File: src/rtl/board_anim_pkg.sv
// Shared types and helpers for the board animator: FSM states, position
// width and the display clamp.
package board_anim_pkg;

  typedef enum logic [1:0] {
    S_IDLE,
    S_STEP,
    S_DONE
  } state_t;

  localparam int POS_W = 4;
  localparam logic [POS_W-1:0] MAX_POS = 4'd9;

  function automatic logic [POS_W-1:0] clamp_pos(input logic [POS_W-1:0] x);
    return (x > MAX_POS) ? MAX_POS : x;
  endfunction

endpackage

File: src/rtl/board_anim_step_timer.sv
// Hop interval timer: counts 0..STEP_CYCLES-1 while enabled and pulses o_tick
// on the terminal count, restarting from 0 without ever wrapping further.
module anim_step_timer #(
  parameter int STEP_CYCLES = 50_000_000
) (
  input  logic clk,
  input  logic reset,
  input  logic i_clear,
  input  logic i_en,
  output logic o_tick
);

  localparam int CW = $clog2(STEP_CYCLES);
  localparam logic [CW-1:0] LAST = CW'(STEP_CYCLES - 1);

  logic [CW-1:0] r_cnt;
  logic          w_last;

  assign w_last = (r_cnt == LAST);
  assign o_tick = i_en & w_last & ~i_clear;

  always_ff @(posedge clk or posedge reset) begin
    if (reset) begin
      r_cnt <= '0;
    end else if (i_clear) begin
      r_cnt <= '0;
    end else if (i_en) begin
      r_cnt <= w_last ? '0 : r_cnt + 1'b1;
    end
  end

endmodule

File: src/rtl/board_animator.sv
// Walks the moving player's displayed token one square per hop toward the
// requested position, then acknowledges with a 4-phase turn_done. Define
// ANIM_SYNC_EN when pos_valid comes from another clock domain.
module board_animator
  import board_anim_pkg::*;
#(
  parameter int STEP_CYCLES = 50_000_000
) (
  input  logic             clk,
  input  logic             reset,
  input  logic             i_pos_valid,
  input  logic             i_turn,
  input  logic [POS_W-1:0] i_p1_pos,
  input  logic [POS_W-1:0] i_p2_pos,
  output logic [POS_W-1:0] o_disp_p1_pos,
  output logic [POS_W-1:0] o_disp_p2_pos,
  output logic             o_moving,
  output logic             o_active_player,
  output logic             o_step_tick,
  output logic             o_turn_done
);

  logic             w_pv;
  logic             w_pend;
  logic             w_turn;
  logic [POS_W-1:0] w_p1;
  logic [POS_W-1:0] w_p2;

`ifdef ANIM_SYNC_EN
  logic             r_pv_s1;
  logic             r_pv_s2;
  logic             r_turn_q;
  logic [POS_W-1:0] r_p1_q;
  logic [POS_W-1:0] r_p2_q;

  always_ff @(posedge clk or posedge reset) begin
    if (reset) begin
      r_pv_s1  <= 1'b0;
      r_pv_s2  <= 1'b0;
      r_turn_q <= 1'b0;
      r_p1_q   <= '0;
      r_p2_q   <= '0;
    end else begin
      r_pv_s1  <= i_pos_valid;
      r_pv_s2  <= r_pv_s1;
      r_turn_q <= i_turn;
      r_p1_q   <= i_p1_pos;
      r_p2_q   <= i_p2_pos;
    end
  end

  assign w_pv   = r_pv_s2;
  assign w_pend = r_pv_s1 | r_pv_s2;
  assign w_turn = r_turn_q;
  assign w_p1   = r_p1_q;
  assign w_p2   = r_p2_q;
`else
  assign w_pv   = i_pos_valid;
  assign w_pend = i_pos_valid;
  assign w_turn = i_turn;
  assign w_p1   = i_p1_pos;
  assign w_p2   = i_p2_pos;
`endif

  logic             r_pv_d;
  logic             w_rise;
  state_t           r_state, w_state_n;
  logic [POS_W-1:0] r_disp1, w_disp1_n;
  logic [POS_W-1:0] r_disp2, w_disp2_n;
  logic [POS_W-1:0] r_target, w_target_n;
  logic             r_active, w_active_n;
  logic             r_step_tick, w_step_tick_n;
  logic [POS_W-1:0] w_tgt_in;
  logic [POS_W-1:0] w_cur;
  logic [POS_W-1:0] w_hop;
  logic             w_tick;

  assign w_rise   = w_pv & ~r_pv_d;
  assign w_tgt_in = clamp_pos(w_turn ? w_p2 : w_p1);
  assign w_cur    = r_active ? r_disp2 : r_disp1;
  assign w_hop    = (r_target > w_cur) ? w_cur + 1'b1 : w_cur - 1'b1;

  anim_step_timer #(
    .STEP_CYCLES(STEP_CYCLES)
  ) u_timer (
    .clk    (clk),
    .reset  (reset),
    .i_clear(r_state != S_STEP),
    .i_en   (r_state == S_STEP),
    .o_tick (w_tick)
  );

  always_ff @(posedge clk or posedge reset) begin
    if (reset) begin
      r_pv_d      <= 1'b0;
      r_state     <= S_IDLE;
      r_disp1     <= '0;
      r_disp2     <= '0;
      r_target    <= '0;
      r_active    <= 1'b0;
      r_step_tick <= 1'b0;
    end else begin
      r_pv_d      <= w_pv;
      r_state     <= w_state_n;
      r_disp1     <= w_disp1_n;
      r_disp2     <= w_disp2_n;
      r_target    <= w_target_n;
      r_active    <= w_active_n;
      r_step_tick <= w_step_tick_n;
    end
  end

  always_comb begin
    w_state_n     = r_state;
    w_disp1_n     = r_disp1;
    w_disp2_n     = r_disp2;
    w_target_n    = r_target;
    w_active_n    = r_active;
    w_step_tick_n = 1'b0;
    unique case (r_state)
      S_IDLE: begin
        if (w_rise) begin
          w_active_n = w_turn;
          w_target_n = w_tgt_in;
          w_state_n  = (w_tgt_in == (w_turn ? r_disp2 : r_disp1)) ? S_DONE : S_STEP;
        end else if (!w_pend) begin
          // Hold the old squares while a request is in flight so the walk starts from them.
          w_disp1_n = clamp_pos(w_p1);
          w_disp2_n = clamp_pos(w_p2);
        end
      end
      S_STEP: begin
        if (!w_pv) begin
          w_state_n = S_IDLE;
        end else if (w_tick) begin
          w_step_tick_n = 1'b1;
          if (r_active) w_disp2_n = w_hop;
          else          w_disp1_n = w_hop;
          if (w_hop == r_target) w_state_n = S_DONE;
        end
      end
      S_DONE: begin
        if (!w_pv) w_state_n = S_IDLE;
      end
      default: w_state_n = S_IDLE;
    endcase
  end

  assign o_disp_p1_pos   = r_disp1;
  assign o_disp_p2_pos   = r_disp2;
  assign o_moving        = (r_state == S_STEP);
  assign o_turn_done     = (r_state == S_DONE);
  assign o_active_player = r_active;
  assign o_step_tick     = r_step_tick;

endmodule
File: config.mk
export PLATFORM = sky130hd
export DESIGN_NAME = board_animator
export DESIGN_NICKNAME = d
export VERILOG_FILES = /design/src/rtl/board_anim_pkg.sv /design/src/rtl/board_anim_step_timer.sv /design/src/rtl/board_animator.sv
export SDC_FILE = /design/constraint.sdc
export NUM_CORES = 1
export LEC_CHECK = 0
export CORE_MARGIN = 4
export CORE_UTILIZATION = 46
export DETAILED_ROUTE_END_ITERATION = 12
export PLACE_DENSITY = 0.65
export SYNTH_ARGS = -nofsm -noshare
export SYNTH_HDL_FRONTEND = slang
export SYNTH_HIERARCHICAL = 1
export SYNTH_SLANG_ARGS = --single-unit
File: constraint.sdc
create_clock -name clk -period 3 [get_ports clk]
set_input_delay 0.3 -clock clk [delete_from_list [all_inputs] [get_ports clk]]
set_output_delay 0.3 -clock clk [all_outputs]
set_load 0.01 [all_outputs]
After elaboration in Yosys (flattened, before gate mapping)
Index checks and enable logic that the tools add are counted.
Word-level totals
  bits in registers: 43
  input port bits: 12
  output and inout port bits: 12
  logic and storage cells: 75
Cells by class
  add/subtract/negate cells: 3
  magnitude comparators: 4
  eq/ne operators: 16
  mux-type cells: 32
  bitwise gates (word level): 5
  reduce and logical (&&, ||, !) cells: 7
Operators with widths (count)
  26-bit two-way mux: 3
  4-bit two-way mux: 17
  26-bit by 1-bit adder with 26-bit output, second input constant: 1
  26-bit equality test, second input constant: 1
  2-bit != test, second input constant: 8
  4-bit case mux with 2 select lines: 2
  4-bit > comparator, second input constant: 3
  2-bit two-way mux: 6
  6-bit AND reduction: 2
  4-bit equality test: 2
  3-bit != test, second input constant: 2
  2-bit case mux with 3 select lines: 1
  4-bit by 1-bit adder with 4-bit output, second input constant: 1
  4-bit > comparator: 1
  4-bit AND reduction: 1
  2-bit nonzero test: 2
  4-bit by 1-bit subtractor with 4-bit output, second input constant: 1
  1-bit bitwise AND: 3
  1-bit two-way mux: 3
  2-bit by 1-bit equality test with 1-bit output, second input constant: 1
  2-bit equality test, second input constant: 1
  2-bit zero test: 1
  2-bit by 1-bit != test with 1-bit output, second input constant: 1
  1-bit inverter: 2
  2-bit AND reduction: 1

Depth between registers and ports, before layout
Gate-level depths: netlist of the first run.
  depth in word-level cells: 8
  mapped depth: 15
  depth with buffers taken out: 14

By module
The synthesis of the first run kept the hierarchy.
Modules (own cells, without submodules)
  anim_step_timer: instances 1, cells an instance 162, area an instance 1488.9 um^2, seq. area each 650.6 um^2
  board_animator: instances 1, cells an instance 136, area an instance 1253.7 um^2, seq. area each 425.4 um^2

Worst setup path after synthesis of the first run
OpenSTA, ideal clock, no wires.
  path kind: register to register
  start: reg r_active (netlist: o_active_player)
  end: reg r_state[0]
  setup time: 123 ps
  data arrival time: 3180 ps
  data required time: 2877 ps
  slack: -303 ps
  stages on the path, launching flop included: 16
  buffers on the path: 1
  period minus slack after synthesis: 3303 ps
  path through: dfrtp_1 buf_2 mux2i_2 inv_1 ha_1 nand4_1 o21ai_0 a21oi_1 inv_1 ha_1 xor2_1 xnor2_1 nor4b_1 nand3_1 a21oi_1 o31ai_1
Between the ends
  word-level cells in the longest chain between the ends: 6
  elaborated cells between the ends (all ways): 8
  those cells by class: 2 x add/sub; 1 x order compare; 2 x eq/ne; 2 x mux; 1 x reduce/logical
RTL lines
  from (decl): RTL line board_animator.sv:71  | logic r_active, w_active_n;
  from (signal assigned): RTL line board_animator.sv:108  | r_active <= w_active_n;
  4-bit two-way mux *: RTL line board_animator.sv:80  | assign w_cur = r_active ? r_disp2 : r_disp1;
  4-bit by 1-bit subtractor with 4-bit output, or another cell as far along: RTL line board_animator.sv:81  | assign w_hop = (r_target > w_cur) ? w_cur + 1'b1 : w_cur - 1'b1;
  4-bit two-way mux *: RTL line board_animator.sv:81
  4-bit equality test *: RTL line board_animator.sv:139  | if (w_hop == r_target) w_state_n = S_DONE;
  3-bit != test (no source line) *
  4-bit AND reduction (no source line) *
  to (signal assigned): RTL line board_animator.sv:104  | r_state <= w_state_n;
  to (decl): RTL line board_animator.sv:67  | state_t r_state, w_state_n;
Every way passes the cells marked *; elsewhere a longest branch is shown, timed or not.
A chain may end at the register's enable or synchronous reset.

Final worst setup path of the first run
Ends and elaborated chain as after synthesis.

==> impl_metrics.csv, run 1 <==
group,metric,value,unit
worst_setup_path,worstSetupPathType,"reg -> reg",
worst_setup_path,reg2reg_setup_slack,100,ps
worst_setup_path,critical_path_rt,3170,ps
sta,slew_headroom,30.8,%
sta,finalSetupViolations,0,
sta,tightestPinTransition,1040,ps
place,gpl.final_weighted_congestion,0.844,
sta,number_of_pins_with_negative_max_slew_slack_in_the_final_report,0,
die,rows,27,
synth,synthesis.nets,318,
place,placed_area,0.00316,mm2
pwr,power.share.switching,41.2,%
pwr,leakagePower,1.39,nW
drt,viasPerCell,5.69,
worst_setup_path,reg2reg_depth,12,
synth,cell_variety_after_synth,56,
die,floorplan.die.height,85.2,um
synth,yosys_register_bits,43,
synth,synthArstFlopShare,100,%
grt,grt_max_degree,27,
grt,grt_pass1_wl,11400,um
drt,drt_pass1_iterations,4,
cells_and_area,num_antenna_cells,0,
cells_and_area,mostFrequentLayoutCell,"sky130_fd_sc_hd__dfrtp_1",
drt,drt_iter0_markers,123,
cts,cts_root_buf,"sky130_fd_sc_hd__clkbuf_8",
worst_setup_path,crit_path_max_fanout,6,
sta,skew,11.7,ps
synth,yosys_most_used_dff,"sky130_fd_sc_hd__dfrtp_1",
synth,synth_area_per_cell,9.20,um2
worst_setup_path,worst-endpoint-arrival,3080,ps
sta,layout_min_cycle_time,2900,ps
worst_setup_path,worst_setup_path_end_kind,"flop",
grt,grtUsageTotal,19.4,%
worst_setup_path,start_kind,"flop",
cts,tritoncts.num_buffers,5,
die,floorplan.die_area,0.00726,mm2
job,cap_viol_max_count,0,
synth,cell_area_after_synthesis,0.00274,mm2
synth,synth-edff-count,0,
pwr,power.internal,1.97,mW
synth,synth_sequential_area_ratio,39.2,%
cts,cts_tree,"yes",
sta,finalHoldViolCount,0,
pwr,power.combinational.fraction,65.7,%
grt,antenna_found_initial,0,
synth,yosysTopAreaCell,"sky130_fd_sc_hd__dfrtp_1",
grt,gr-total-overflow,0,
sta,grt_setup_unrepaired,"true",
cts,cts.sink_count,43,
grt,grt_pass1_vias,2279,
place,port_buffers,23,
worst_setup_path,timing.rr.end,"r_state[0]",
drt,vias,2354,
place,place.detailed.hpwl,5000,um
pwr,pwr-share-clk,10.2,%
synth,yosys_warnings,6,
pwr,p_total,3.34,mW
drt,avgRoutedWirePerCell,16.7,um
die,core_area,0.00564,mm2
hold_path,hp-class,"in -> async",
die,pin_count,24,
worst_setup_path,regToRegStartpoint,"o_active_player",
cells_and_area,fin_nets,363,
sta,min_period_over_period,96.8,%
synth,top_area_cell_type_share_of_the_netlist_area,39.2,%
drt,routed_wl,6900,um
synth,ys_top_cells_by_area,"sky130_fd_sc_hd__dfrtp_1 (39%), sky130_fd_sc_hd__xor2_1 (5.4%), sky130_fd_sc_hd__nor2_1 (4.9%)",
die,initial_core_util,48.6,%
cells_and_area,layout_common_cells,"sky130_fd_sc_hd__dfrtp_1 (42), sky130_fd_sc_hd__nor2_1 (36), sky130_fd_sc_hd__clkdlybuf4s50_1 (23), sky130_fd_sc_hd__buf_4 (23), sky130_fd_sc_hd__nand2_1 (22)",
pwr,power.net_switching,1.38,mW
cts,h-tree-depth,2,
cts,clk_path_buf_depth,2,
pwr,seq_pwr_share,24.1,%
pwr,power_density,987,mW/mm2
drt,antenna_left,0,
cells_and_area,synth_to_final_area_change,23.4,%
cells_and_area,fraction_of_final_layout_cells_with_drive_strength_greater_than_1,18.7,%
drt,drcViolationCount,0,
outcome,status,"complete, no violations",
cts,insertion_delay,290,ps
synth,syn-instance-count,298,
sta,max_clock_freq,344,MHz
cells_and_area,post_route_standard_cell_area_excluding_fillers,0.00339,mm2
pwr,worst_ir_drop_vdd,604,uV
cells_and_area,final_core_util,60.0,%
cts,worst_setup_hold_path_clk_slew,80,ps
die,die_width,85.2,um
[sequential cells by signal, summed over array words and instances, names as in the netlist]
signal / cells
o_disp_p2_pos: 4
r_pv_d: 1
o_active_player: 1
u_timer/r_cnt: 26
r_target: 4
o_step_tick: 1
o_disp_p1_pos: 4
r_state: 2
[routing by layer]
metal,track usage (%),wire [um],part of all wire (%),up-vias
li1,-,-,-,1153
met1,30.1,3500,51,1143
met2,27.5,3060,44,50
met3,3.98,272,3.9,8
met4,4.46,74,1.1,0
met5,0,0,0,-
[critical path: stages, from the launching register on]
cell and delay, ps:
sky130_fd_sc_hd__dfrtp_2 480, sky130_fd_sc_hd__mux2i_2 280, sky130_fd_sc_hd__ha_1 280, sky130_fd_sc_hd__nand4_1 100, sky130_fd_sc_hd__o21ai_1 100, sky130_fd_sc_hd__a21oi_4 190, sky130_fd_sc_hd__fa_2 500, sky130_fd_sc_hd__xnor2_2 160
sky130_fd_sc_hd__nor4b_2 240, sky130_fd_sc_hd__buf_4 170, sky130_fd_sc_hd__nand3_2 80, sky130_fd_sc_hd__a21oi_2 140, sky130_fd_sc_hd__o31ai_1 70
[metrics by stage]
stage	setup WS (ps)	hold WS, ps	setup TNS [ps]	cells
floorplan	9.48	226	0	298
global placement	22.6	526	0	401
detailed placement	-92.8	537	-123	401
CTS	6.16	444	0	408
global route	-111	476	-183	414
finish	95.0	433	0	414
[cells in the mapped netlist (4+ instances only)]
cell type                  number
sky130_fd_sc_hd__nand3_1       14
sky130_fd_sc_hd__ha_1           7
sky130_fd_sc_hd__and3_1         5
sky130_fd_sc_hd__o22ai_1        4
sky130_fd_sc_hd__mux2i_1        9
sky130_fd_sc_hd__nor2_1        36
sky130_fd_sc_hd__nor3_1         7
sky130_fd_sc_hd__nand2_1       22
sky130_fd_sc_hd__a21oi_1       21
sky130_fd_sc_hd__o21ai_0        6
sky130_fd_sc_hd__dfrtp_1       43
sky130_fd_sc_hd__xnor2_1        9
sky130_fd_sc_hd__clkbuf_1       5
sky130_fd_sc_hd__mux2_2         4
sky130_fd_sc_hd__nor4_1         5
sky130_fd_sc_hd__xor2_1        17
sky130_fd_sc_hd__or3_1          5
sky130_fd_sc_hd__nand4_1       12
sky130_fd_sc_hd__inv_1         17
[how the worst max path moves through the flow]
stage	startpoint	endpoint	slack, ps	cells past startpoint
after floorplan	o_active_player	r_state[0]	9	15
after global placement	o_active_player	r_state[0]	20	14
after detailed placement	o_active_player	r_state[0]	-90	14
after CTS	o_active_player	r_state[0]	6	15
after global routing	o_active_player	r_state[0]	-110	12
final	o_active_player	r_state[0]	100	12
[final cells by class]
cell class                 instances  area (um2)
clock buffer                       5        68.8
clock inverter                     1        7.51
fill                             479        2260
inverter                          18        67.6
multi-input combinational        228        1660
sequential                        43        1080
tap                               72        90.1
timing repair buffer              47         414
[timing repair]
| item | CTS | global route |
|---|---|---|
| gates resized for setup | 2 | 18 |
| hold buffers | 0 | 0 |
| pin swaps | 1 | 12 |
| endpoints found under the hold margin | 0 | 0 |
| setup endpoints to repair | 2 | 4 |
| buffers inserted | 1 | 7 |
[power groups by stage]
| stage | clock, mW | combinational (mW) | sequential (mW) |
|---|---|---|---|
| 2_1_floorplan | 0 | 1.07 | 0.781 |
| 3_3_place_gp | 0 | 1.59 | 0.798 |
| 3_5_place_dp | 0 | 1.63 | 0.799 |
| 4_1_cts | 0.357 | 1.67 | 0.789 |
| 5_1_grt | 0.387 | 2.36 | 0.820 |
| 6_report | 0.340 | 2.20 | 0.806 |
[kinds of logic after synthesis]
| group | after synthesis | share of synthesized area (%) |
|---|---|---|
| DFF | 43 | 39.2 |
| xor gates and xnor gates | 27 | 9.12 |
| and+or+nand+nor | 128 | 25.8 |
| muxes | 15 | 5.84 |
| buffers and inverters | 27 | 4.33 |
| AOI/OAI and AO/OA | 50 | 11.8 |
| adders and majority gates | 8 | 3.92 |
Power figures use the tool's default switching activity.
==> run 2, diff against run 1 <==
Settings changed: SETUP_SLACK_MARGIN from default to 0.3.
==> run 2 against run 1 <==
  * Cell count rose by 0.72%
  * Count of clock-buffer cells in the layout is 1 higher
  * Clock skew is essentially flat
  * Largest cell class unchanged
==> impl_metrics.csv, run 2 (synthesis gave the netlist of run 1 again) <==
group,metric,value,unit
worst_setup_path,critPathBufInv,1,
grt,met3_usage,3.40,%
sta,skew,12.0,ps
pwr,leakagePower,1.42,nW
worst_setup_path,path_cells,"mux2i_4 > ha_4 > nor2b_1 > o21ai_1 > a21oi_2 > fa_2 > xnor2_2 > nor4b_2 > buf_4 > nand3_2 > a21oi_2 > o31ai_1",
cells_and_area,fin_nets,364,
cells_and_area,layout_common_cells,"sky130_fd_sc_hd__dfrtp_1 (42), sky130_fd_sc_hd__nor2_1 (35), sky130_fd_sc_hd__buf_4 (25), sky130_fd_sc_hd__clkdlybuf4s50_1 (23), sky130_fd_sc_hd__nand2_1 (20)",
cells_and_area,num_antenna_cells,0,
sta,layout_min_cycle_time,2930,ps
pwr,power_density,1020,mW/mm2
cells_and_area,mostFrequentLayoutCell,"sky130_fd_sc_hd__dfrtp_1",
worst_setup_path,start_kind,"flop",
sta,finalSetupViolations,0,
cts,clk_path_buf_depth,2,
die,pin_count,24,
worst_setup_path,cp_common_cell,"sky130_fd_sc_hd__a21oi_2",
drt,drcViolationCount,0,
drt,drt_iter0_markers,97,
sta,slew_headroom,47.4,%
cts,cts_root_buf,"sky130_fd_sc_hd__clkbuf_8",
grt,grt_pass1_vias,2360,
cts,tritoncts.num_buffers,5,
sta,finalHoldViolCount,0,
drt,drt_pass1_iterations,4,
sta,max_clock_freq,341,MHz
grt,grt.met2_usage,31.6,%
cts,h-tree-depth,2,
sta,number_of_pins_with_negative_max_slew_slack_in_the_final_report,0,
die,floorplan.die.height,85.2,um
cells_and_area,final_core_util,61.6,%
worst_setup_path,crit_path_max_fanout,6,
pwr,worst_ir_drop_vdd,712,uV
die,rows,27,
worst_setup_path,worst-endpoint-arrival,3120,ps
grt,grt_pass1_wl,11200,um
grt,grt.busiest_layer,"met2",
place,place.detailed.hpwl,4920,um
cts,cts.sink_count,43,
worst_setup_path,worst_setup_path_end_kind,"flop",
sta,grt_setup_unrepaired,"true",
sta,tightestPinTransition,782,ps
drt,vias,2375,
place,gpl.final_weighted_congestion,0.835,
cts,insertion_delay,310,ps
drt,antenna_left,0,
cells_and_area,synth_to_final_area_change,26.8,%
grt,grt_use_met1,24.4,%
hold_path,hp-class,"in -> async",
cells_and_area,final.fill_count,490,
place,port_buffers,23,
grt,grtUsageTotal,19.1,%
cells_and_area,top_register,"u_timer/r_cnt",
grt,gr-total-overflow,0,
worst_setup_path,cpPeakStageDelay,510,ps
cells_and_area,number_of_flip_flops_under_the_largest_register_name,26,
sta,min_period_over_period,97.6,%
die,initial_core_util,48.6,%
die,floorplan.die_area,0.00726,mm2
die,core_area,0.00564,mm2
worst_setup_path,worstSetupPathType,"reg -> reg",
cts,cts_tree,"yes",
outcome,status,"complete, no violations",
drt,avgRoutedWirePerCell,16.0,um
cts,cts.hold.buffers_added,0,
grt,grt_max_degree,27,
cts,worst_setup_hold_path_clk_slew,90,ps
job,cap_viol_max_count,0,
cells_and_area,fraction_of_final_layout_cells_with_drive_strength_greater_than_1,21.7,%
drt,routed_wl,6680,um
worst_setup_path,critical_path_rt,3190,ps
grt,antenna_found_initial,0,
worst_setup_path,worst_path_max_delay_cell,"sky130_fd_sc_hd__dfrtp_2",
worst_setup_path,critical-path-top-delay-family,"adder cells",
die,die_width,85.2,um
sta,setup_tns,0,ps
drt,viasPerCell,5.70,
## run 2: cell types whose count changed in the layout (fill, tap and decap cells not counted), sizes merged
cell | previous run | this run
bufinv | 0 | 1
clkbuf | 5 | 6
buf | 24 | 25
clkinv | 0 | 1
clkinvlp | 1 | 0
## run 2: per-stage QoR
| stage | instances | setup WS [ps] | power, mW | area (um2) | hold slack [ps] |
|---|---|---|---|---|---|
| floorplan | 298 | 70.9 | 1.99 | 2830 | 226 |
| global placement | 401 | -32.5 | 2.44 | 3220 | 544 |
| detailed placement | 401 | -176 | 2.49 | 3220 | 557 |
| CTS | 413 | 106 | 3.27 | 3420 | 399 |
| global route | 417 | -75.5 | 3.79 | 3480 | 462 |
| finish | 417 | 71.3 | 3.56 | 3480 | 383 |
## run 2: final cells by class
class	instances	area [um2]	share of cell area [%]
repair buffers	48	418	12.0
well taps	72	90.1	2.59
flip-flops and latches	43	1080	31.0
clock inverters	2	35.0	1.01
clock buffers	6	82.6	2.37
inverters	18	67.6	1.94
multi-input cells	228	1710	49.1
## run 2: timing repair
item	in CTS	in global routing
pin swaps	11	7
endpoints found under the setup margin	4	5
setup buffers	4	4
gates resized for setup	12	4
## run 2: tightest hold or removal path: stages
cell and delay [ps]:
sky130_fd_sc_hd__clkdlybuf4s50_1 420, sky130_fd_sc_hd__inv_1 60, sky130_fd_sc_hd__buf_4 320
## run 2: path summary, 6_finish.rpt
kind,from,endpoint,slack [ps],cells after the start
worst max-delay path,o_active_player,r_state[0],70,12
worst min-delay path,reset,u_timer/r_cnt[0],380,3
worst max register to register,o_active_player,r_state[0],70,12
worst min register to register,r_target[0],r_target[0],570,2
max in group asynchronous,reset,o_active_player,2100,2
min in group clk,r_target[0],r_target[0],570,2
## run 2: where the power goes
part	total (mW)	internal (mW)	switching [mW]
logic	2.28	1.21	1.07
registers	0.804	0.666	0.138
clock network	0.480	0.270	0.210
total	3.56	2.14	1.41
## run 2: metal layers
layer  routed length, um  vias to the layer above
li1                    -                     1152
met1                2980                     1152
met2                3270                       54
met3                 242                       17
met4                 189                        0
met5                   0                        -
==> run 3, diff against run 2 <==
Settings changed: SLEW_MARGIN from default to 20.
==> results of run 3 <==
No change in the layout: final DEF, timing and power equal those of run 2.
